[config.mk]
export PLATFORM = sky130hd
export DESIGN_NAME = fetch_unit
export DESIGN_NICKNAME = d
export VERILOG_FILES = /design/src/rtl/fetch_unit_pkg.sv /design/src/rtl/fetch_unit_next_pc_logic.sv /design/src/rtl/fetch_unit.sv
export SDC_FILE = /design/constraint.sdc
export NUM_CORES = 1
export LEC_CHECK = 0
export CORE_MARGIN = 1
export CORE_UTILIZATION = 50
export DETAILED_ROUTE_END_ITERATION = 7
export PLACE_DENSITY_LB_ADDON = 0.1
export SKIP_CTS_REPAIR_TIMING = 1
export SYNTH_ARGS = -nofsm -noshare
export SYNTH_HDL_FRONTEND = slang
export SYNTH_SLANG_ARGS = --single-unit
[constraint.sdc]
create_clock -name clk -period 8.7 [get_ports clk]
set_input_delay 0.87 -clock clk [delete_from_list [all_inputs] [get_ports clk]]
set_output_delay 0.87 -clock clk [all_outputs]
set_load 0.02 [all_outputs]
[src/rtl/fetch_unit_pkg.sv]
// Shared definitions for the fetch stage and the single-cycle control decoder.
// Contents:
//   - opcode constants understood by the decoder
//   - fetch FSM state encoding
//   - default reset PC
//   - branch displacement helper (sign-extended word offset, in bytes)
package fetch_unit_pkg;

   localparam logic [5:0] OP_RTYPE = 6'h00;
   localparam logic [5:0] OP_J     = 6'h02;
   localparam logic [5:0] OP_BEQ   = 6'h04;
   localparam logic [5:0] OP_BNE   = 6'h05;
   localparam logic [5:0] OP_LW    = 6'h23;
   localparam logic [5:0] OP_SW    = 6'h2b;

   localparam logic [31:0] RESET_PC_DEFAULT = 32'h0000_0000;

   typedef enum logic [1:0] {
      ST_IDLE  = 2'd0,
      ST_FETCH = 2'd1,
      ST_HOLD  = 2'd2
   } fetch_state_e;

   // 16-bit word displacement -> 32-bit byte displacement.
   function automatic logic [31:0] branch_offset(input logic [15:0] imm);
      return {{14{imm[15]}}, imm, 2'b00};
   endfunction

endpackage

[src/rtl/fetch_unit_next_pc_logic.sv]
// next_pc_logic: purely combinational next-PC selection.
// Ports:
//   pc_plus4 [31:0]  address of the sequentially following instruction
//   inst     [31:0]  current instruction (jump target / branch immediate)
//   branch, bne, jump, zero  decoder controls and ALU zero flag
//   next_pc  [31:0]  committed PC when the current instruction retires
// Jump beats branch; a branch is taken when zero differs from bne, so BEQ
// takes on zero and BNE takes on non-zero. All arithmetic wraps mod 2^32.
module next_pc_logic
   import fetch_unit_pkg::*;
(
   input  logic [31:0] pc_plus4,
   input  logic [31:0] inst,
   input  logic        branch,
   input  logic        bne,
   input  logic        jump,
   input  logic        zero,
   output logic [31:0] next_pc
);

   logic taken;
   logic unused_opcode;

   assign taken = branch & (zero ^ bne);
   // The opcode field is decoded elsewhere; it plays no part in the target.
   assign unused_opcode = ^inst[31:26];

   // NOTE: every output of an always_comb gets a default on entry so no path leaves it unassigned, which would infer a latch.
   always_comb begin
      next_pc = pc_plus4;
      if (jump) begin
         next_pc = {pc_plus4[31:28], inst[25:0], 2'b00};
      end else if (taken) begin
         next_pc = pc_plus4 + branch_offset(inst[15:0]);
      end
   end

endmodule

[src/rtl/fetch_unit.sv]
// fetch_unit: instruction-fetch stage feeding the single-cycle decoder.
// Ports:
//   clk, rst_n                 clock, asynchronous active-low reset
//   imem_req/addr/ready/rdata  ready-handshaked instruction memory port
//   inst, inst_valid           registered instruction and its holding flag
//   advance                    core has executed inst; commit next PC
//   branch, bne, jump, zero    next-PC controls, sampled only on advance
//   pc, pc_plus4               current instruction address and pc + 4
//   inst_count                 retired-instruction counter (wraps)
// Sequence: one IDLE cycle after reset, then FETCH until the memory is
// ready, then HOLD until the core advances, then FETCH again.
module fetch_unit
   import fetch_unit_pkg::*;
#(
   parameter logic [31:0] RESET_PC = RESET_PC_DEFAULT,
   parameter int          COUNT_W  = 32
) (
   input  logic               clk,
   input  logic               rst_n,
   output logic               imem_req,
   output logic [31:0]        imem_addr,
   input  logic               imem_ready,
   input  logic [31:0]        imem_rdata,
   output logic [31:0]        inst,
   output logic               inst_valid,
   input  logic               advance,
   input  logic               branch,
   input  logic               bne,
   input  logic               jump,
   input  logic               zero,
   output logic [31:0]        pc,
   output logic [31:0]        pc_plus4,
   output logic [COUNT_W-1:0] inst_count
);

   fetch_state_e       state_q, state_d;
   logic [31:0]        pc_q, pc_d;
   logic [31:0]        inst_q, inst_d;
   logic               inst_valid_q, inst_valid_d;
   logic [COUNT_W-1:0] count_q, count_d;
   logic [31:0]        next_pc;

   assign pc         = pc_q;
   assign pc_plus4   = pc_q + 32'd4;
   assign imem_addr  = pc_q;
   assign inst       = inst_q;
   assign inst_valid = inst_valid_q;
   assign inst_count = count_q;

   next_pc_logic u_next_pc (
      .pc_plus4 (pc_plus4),
      .inst     (inst_q),
      .branch   (branch),
      .bne      (bne),
      .jump     (jump),
      .zero     (zero),
      .next_pc  (next_pc)
   );

   // imem_req is decoded from the state register, so it drops the moment
   // reset asserts and an in-flight request is abandoned.
   always_comb begin
      state_d      = state_q;
      pc_d         = pc_q;
      inst_d       = inst_q;
      inst_valid_d = inst_valid_q;
      count_d      = count_q;
      imem_req     = 1'b0;
      unique case (state_q)
         ST_IDLE: begin
            state_d = ST_FETCH;
         end
         ST_FETCH: begin
            imem_req = 1'b1;
            if (imem_ready) begin
               inst_d       = imem_rdata;
               inst_valid_d = 1'b1;
               state_d      = ST_HOLD;
            end
         end
         ST_HOLD: begin
            if (advance) begin
               pc_d         = next_pc;
               inst_valid_d = 1'b0;
               count_d      = count_q + COUNT_W'(1);
               state_d      = ST_FETCH;
            end
         end
         default: begin
            state_d = ST_IDLE;
         end
      endcase
   end

   // NOTE: state registers use non-blocking assignments so every flop samples its pre-edge value regardless of statement order.
   always_ff @(posedge clk or negedge rst_n) begin
      if (!rst_n) begin
         state_q      <= ST_IDLE;
         pc_q         <= RESET_PC;
         inst_q       <= 32'h0;
         inst_valid_q <= 1'b0;
         count_q      <= '0;
      end else begin
         state_q      <= state_d;
         pc_q         <= pc_d;
         inst_q       <= inst_d;
         inst_valid_q <= inst_valid_d;
         count_q      <= count_d;
      end
   end

endmodule
==> impl_results.md, run 1 <==
* Yosys warning count at 0
* Logic gate share of total power at 0.660
* Final Critical Period at 4630 ps
* RSZ-0062 raised after global routing: false
* Synth Flop Type: dfrtp_1
* Ant diodes at 0
* Final global-route overflow total at 0
* DRT Pass-1 Iters at 5
* Layout cells sized above 1 at 0.0746
* Compound-cell area share of the yosys netlist at 0.171
* Final wirelength at 17.8 mm
* Placed cell count at a little over 1000
* Die height at roughly 120 um
* Worst Tran Pin Value at 1120 ps
* Internal power at 1.95 mW
* Largest net degree at the start of global routing at 57
* Overall power at 3.64 mW
* Vias in the first global route at 5615
* CTS Buf Count at 9
* # DRC at 0
* Max IR drop VDD at 300 uV
* Cells after synthesis at 700
* Vias/cell at around 5.6
* Fin util at 0.686
* Area share of fa/ha/maj cells after synthesis at 0.0738
* Gr usage total at 0.269
* Post-route cell area at 0.00869 mm2
* Nets at 932
* Main combinational cell family by area after synthesis: compound AO/OA/AOI/OAI gates
* Setup TNS at 0 ps
* Area of placed instances at 0.00840 mm2
* Io pins at 202
* Power share of the clock group at 0.112
* Top fanout value on the critical path at 7
* EDFF count, synth at 0
* Area of the core at roughly 0.013 mm2
* Layout area overhead at 32.7%
* I/O Buffers at approximately 200
* Final Skew at 6.20 ps
* Initial antenna violation count at 0
* Mux contribution to synthesized area at 0.0550
* Asr flop ratio synth at 1.00
* Netlist cell types at 56
* Avg Inst Size Synth at 9.35 um2
* CTS Sinks at between 90 and 100
* Slew margin rel. at 0.253
* Flops & latches, synth at 97
* Via count at 5783
* Worst-skew pair later-pin latency at around 350 ps
* Detailed Place HPWL at 12.9 mm
* Clk root buf: clkbuf_16
* Power Density at 419 mW/mm2
* HP Class: in -> async
* CP Capture Type: output port
* H-tree depth at 3
* Worst Setup SP: imem_addr[2]
* Initial Util at 0.517
* Tcrit/Tclk final at 0.532
* Simple-gate area share of the yosys netlist at 0.154
* Die ar. at 0.0136 mm2
* Hold WS at 493 ps
* Row Count at between 40 and 50
* P_sw at 1.69 mW
* Pins Over Slew Limit at 0
* Worst EP arrival at 3760 ps
* Drt wl/cell at 17.3 um
* Net Sw Frac at 0.465
* Mapped cell area at 0.00655 mm2
* Non-filler instance count after layout at 1030
* Worst EP required at 7830 ps
* Max Clock Freq at 0.216 GHz
* ANT nets after route at 0
* Setup crit start kind: flop
* Flop pwr share at 0.228
* Pleak at 3.81 nW
* Worst r2r src: imem_addr[2]
* Post-synthesis xor/xnor area fraction at 0.115
* Post-route setup slack at a little over 4000 ps
* TritonCTS clock tree: built
* Max-cap violations at 0
* Chip width at 116 um
* Iter 0 DRT Violations at 314
* Outcome: complete, no violations
* CP Class: reg -> out
* Clock slew at reported path FFs at 70 ps
* Hold Violations, Final at 0
* Gpl congestion at 0.948
* Filler cell count at 1053
* First-pass GRT wire length at 28.3 mm
* CTS max path bufs at 2
* Final setup fails at 0
* Setup WS pre-CTS at approximately 4400 ps
* Sequential element share of the synthesized area at 0.371
==> critical path, cell delays in order, from the launching register on <==
cell and delay, ps:
dfrtp_1 480, ha_1 290, nand3_1 160, nor2_1 260, and3_1 290, nand2_1 120, nor4b_1 660, nand3_1 250
xnor2_1 240, clkdlybuf4s50_1 640
==> routing by layer <==
layer / global-route usage / vias up / routed length (um)
met5: 0 / - / 0
met4: 0.110 / 0 / 436
li1: - / 2753 / -
met2: 0.449 / 210 / 8770
met3: 0.0400 / 33 / 1020
met1: 0.349 / 2787 / 7540
==> power groups by stage <==
stage                     Sequential (mW)  Clock, mW  Combinational (mW)
after floorplan                     0.961          0                1.45
after global placement              0.826          0                2.34
after detailed placement            0.834          0                2.38
after CTS                           0.829      0.413                2.40
after global routing                0.858      0.428                2.59
final                               0.831      0.406                2.40
==> worst paths after layout <==
path | slack [ps] | endpoint | depth (start not counted)
min in group clk | 490 | inst_count[14] | 1
max | 4070 | pc_plus4[30] | 9
min reg2reg | 490 | inst_count[14] | 1
min | 490 | inst[6] | 1
max in group asynchronous | 7080 | imem_addr[28] | 2
max reg2reg | 4280 | imem_addr[31] | 17
==> state kept, by name, summed over array words and instances, names as in the netlist <==
name and count:
inst_valid 1, state_q 2, imem_addr 30, inst_count 32
inst 32
==> cells in the mapped netlist, types with 4 or more instances <==
| cell type | number | area share |
|---|---|---|
| a211oi_1 | 8 | 0.0092 |
| a21o_1 | 23 | 0.026 |
| a21oi_1 | 40 | 0.031 |
| a31oi_1 | 5 | 0.0048 |
| and2_1 | 8 | 0.0076 |
| and3_1 | 19 | 0.018 |
| and4_1 | 4 | 0.0054 |
| buf_4 | 36 | 0.041 |
| clkbuf_1 | 22 | 0.013 |
| dfrtp_1 | 97 | 0.37 |
| ha_1 | 37 | 0.071 |
| inv_1 | 8 | 0.0046 |
| mux2_2 | 32 | 0.055 |
| nand2_1 | 75 | 0.043 |
| nand2b_1 | 4 | 0.0038 |
| nand3_1 | 30 | 0.023 |
| nand4_1 | 13 | 0.012 |
| nor2_1 | 43 | 0.025 |
| nor3_1 | 6 | 0.0046 |
| o211ai_1 | 8 | 0.0092 |
| o21ai_0 | 43 | 0.033 |
| o21bai_1 | 5 | 0.0057 |
| o31ai_1 | 5 | 0.0057 |
| xnor2_1 | 53 | 0.071 |
| xor2_1 | 33 | 0.044 |
==> cell type report <==
class | count | area, um2 | share of cell area
Inverter | 8 | 30.0 | 0.00346
Sequential cell | 97 | 2430 | 0.279
Clock inverter | 5 | 62.6 | 0.00720
Clock buffer | 10 | 229 | 0.0264
Tap cell | 172 | 215 | 0.0248
Timing Repair Buffer | 198 | 1970 | 0.227
Multi-Input combinational cell | 540 | 3750 | 0.432
==> logic make-up after synthesis <==
logic type               after synthesis
adder cells (fa/ha/maj)               38
XOR/XNOR                              86
multiplexers                          32
flip-flops                            97
AND/OR/NAND/NOR                      212
AO/OA/AOI/OAI                        166
other                                  1
buffers and inverters                 68
==> layout by cell type (no fill, tap or decap), types with 3 or more instances in the layout <==
| master | n |
|---|---|
| inv_1 | 8 |
| a31oi_1 | 5 |
| nor2b_1 | 3 |
| a211oi_1 | 8 |
| nor4b_1 | 3 |
| xor2_1 | 33 |
| and2_1 | 8 |
| buf_4 | 4 |
| a21o_1 | 23 |
| o211ai_1 | 8 |
| o31ai_1 | 5 |
| ha_1 | 37 |
| clkdlybuf4s50_1 | 194 |
| a21oi_2 | 3 |
| nand4_1 | 13 |
| o21ai_0 | 43 |
| nor3_1 | 6 |
| nand3_1 | 29 |
| a21oi_1 | 40 |
| nand2b_1 | 4 |
| nand2_1 | 75 |
| mux2_2 | 32 |
| o21bai_1 | 5 |
| conb_1 | 6 |
| and4_1 | 4 |
| nor2_1 | 43 |
| o21a_1 | 3 |
| o21ai_1 | 3 |
| and3_1 | 19 |
| xnor2_1 | 53 |
| clkbuf_16 | 9 |
| dfrtp_1 | 97 |
Power figures use the tool's default switching activity.
==> inputs of run 2 (changes only) <==
--- a/config.mk
+++ b/config.mk
@@ -6,7 +6,7 @@
 export NUM_CORES = 1
 export LEC_CHECK = 0
 export CORE_MARGIN = 1
-export CORE_UTILIZATION = 50
+export CORE_UTILIZATION = 48
 export DETAILED_ROUTE_END_ITERATION = 7
 export PLACE_DENSITY_LB_ADDON = 0.1
 export SKIP_CTS_REPAIR_TIMING = 1
==> constraint.sdc (replaced) <==
create_clock -name clk -period 4.7 [get_ports clk]
set_input_delay 0.47 -clock clk [delete_from_list [all_inputs] [get_ports clk]]
set_output_delay 0.47 -clock clk [all_outputs]
set_load 0.02 [all_outputs]
==> run 2 against run 1 <==
Net effect: combinational power increased by 85%; global-route usage increased by 0.30 points; wire length increased by 3.2%; via count decreased by 1.0%; cell area increased by 0.13%; first-iteration DRC count decreased by 7.3%; critical path type is now reg -> reg; critical endpoint is now imem_addr[31]; largest cell class unchanged.
==> impl_results.md, run 2 (synthesized netlist as in run 1, its figures left out) <==
* CP Class: reg -> reg
* Via count at 5725 (-1.0%)
* ANT nets after route at 0 (unchanged)
* Critical path buffers and inverters at 0 (-1)
* Largest net degree at the start of global routing at 56 (-1.8%)
* CTS Buf Count at 9 (unchanged)
* CP Capture Type: flop
* Slew margin rel. at 0.231 (-0.0227)
* Gr usage total at 0.272 (+0.00299)
* Worst-skew pair later-pin latency at 350 ps (about the same)
* Crit-path leading delay family: compound AO/OA/AOI/OAI gates
* Final global-route overflow total at 0 (unchanged)
* Worst EP arrival at 4590 ps (+830 ps)
* Vias/cell at 5.52 (-1.7%)
* Outcome: complete, no violations
* Final wirelength at 18.3 mm (+3.2%)
* Critical-path top delay cell: dfrtp_1
* Worst Tran Pin Value at 1150 ps (+34.0 ps)
* Setup crit start kind: flop
* Power Density at 772 mW/mm2 (+84%)
* Initial Util at 0.492 (-0.0243)
* Layout area overhead at 32.9%
* Crit path cell chain: ha_1 -> nand3_1 -> nor2_1 -> and3_1 -> and2_1 -> nand2_1 -> xnor2_1 -> ha_1 -> a21o_1 -> a21o_1 -> a21oi_1 -> a311oi_4 -> a31o_1 -> o31ai_4 -> xnor2_1 -> a21oi_1 -> o31ai_2
* Initial antenna violation count at 0 (unchanged)
* CTS max path bufs at 2 (unchanged)
* DRT Pass-1 Iters at 4 (-1)
* Setup slack, reg-to-reg at 380 ps (-3900 ps)
* CTS Sinks at 97 (unchanged)
* Tcrit/Tclk final at 0.920
* H-tree depth at 3 (unchanged)
* Die height at 119 um (+2.0%)
* Top fanout value on the critical path at 7 (unchanged)
* Pleak at 3.82 nW (+0.37%)
* Ant diodes at 0 (unchanged)
* Max-cap violations at 0 (unchanged)
* Chip width at 119 um (+2.0%)
* Detailed Place HPWL at 13.6 mm (+5.3%)
* Post-route setup slack at 378 ps (-3700 ps)
* Clock slew at reported path FFs at 80 ps (about the same)
* Area of the core at 0.0133 mm2 (+4.9%)
* Max Clock Freq at between 0.2 and 0.25 GHz
* R2R Path End: imem_addr[31]
* Clk root buf: clkbuf_16
* Setup WS pre-CTS at 439 ps (-3950 ps)
* Hold Violations, Final at 0 (unchanged)
* Iter 0 DRT Violations at 291 (-7.3%)
* Final Critical Period at 4320 ps
* Area of placed instances at 0.00842 mm2 (+0.24%)
* Drt wl/cell at 17.7 um (+2.5%)
* Nets at 934 (+0.21%)
* Max IR drop VDD at 498 uV (+66%)
* TritonCTS clock tree: built
* I/O Buffers at 195 (unchanged)
* Final setup fails at 0 (unchanged)
* Final Skew at 8.83 ps (+2.63 ps)
* # DRC at 0 (unchanged)
* Worst r2r src: imem_addr[2]
* Worst EP required at 4960 ps (-2870 ps)
* Die ar. at 0.0141 mm2 (+4.1%)
* Io pins at 202 (unchanged)
* Gpl congestion at 0.917 (-3.3%)
* Vias in the first global route at 5863 (+4.4%)
* Most common cell after layout, fill and taps aside: clkdlybuf4s50_1
* Commonest cells after routing, fill and taps aside: clkdlybuf4s50_1 (194), dfrtp_1 (97), nand2_1 (75), xnor2_1 (53)
* Post-route cell area at 0.00870 mm2 (+0.13%)
* Row Count at 42 (+2.4%)
* RSZ-0062 raised after global routing: false
* Layout cells sized above 1 at 0.0790 (+0.00439)
* Reg2reg path depth at 17 (unchanged)
* Setup TNS at 0 ps (unchanged)
* CP max stage delay at 460 ps (-200 ps)
* First-pass GRT wire length at 30.2 mm (+6.8%)
* HP Class: in -> async
* Pins Over Slew Limit at 0 (unchanged)
run 2: changes by cell type in the layout (fill, tap and decap cells not counted):
cell and change:
buf_4 +2, clkinv_2 +2, inv_8 +2, bufinv_16 -1, clkbuf_1 -1, clkinvlp_4 -1
run 2: metrics by stage:
step	power, mW	hold WS [ps]	cells	utilization
after CTS	6.73	164	1037	0.654
after global placement	5.93	463	1021	0.633
after global routing	7.20	183	1037	0.654
final	6.72	143	1037	0.654
after detailed placement	5.97	469	1021	0.633
after floorplan	4.47	174	705	-
run 2: cell type report:
| type | instances | area (um2) |
|---|---|---|
| clock buffers | 9 | 225 |
| clock inverters | 7 | 57.6 |
| fillers | 1117 | 4600 |
| inverters | 8 | 30.0 |
| multi-input cells | 540 | 3750 |
| flip-flops and latches | 97 | 2430 |
| well taps | 176 | 220 |
| repair buffers | 200 | 1990 |
run 2: how the worst max path moves through the flow:
stage                 start            end  slack, ps  cells past startpoint
3_5_place_dp   imem_addr[2]  imem_addr[31]        440                     17
6_report       imem_addr[2]  imem_addr[31]        380                     17
4_1_cts        imem_addr[2]  imem_addr[31]        380                     17
3_3_place_gp   imem_addr[2]  imem_addr[31]        620                     17
2_1_floorplan  imem_addr[2]  imem_addr[31]        400                     18
5_1_grt        imem_addr[2]  imem_addr[31]         20                     17
run 2: routing by layer:
layer	wire, um	track usage	vias up
met5	0	0	-
met3	1100	0.0627	16
met2	8700	0.446	169
li1	-	-	2755
met1	8320	0.359	2785
met4	210	0.0744	0
run 2: power by group:
part           switching (mW)  internal (mW)  leakage (nW)  total [mW]
clock network           0.354          0.369         0.140       0.723
registers               0.441           1.12          1.23        1.56
logic                    2.37           2.07          2.46        4.44
total                    3.16           3.56          3.82        6.72
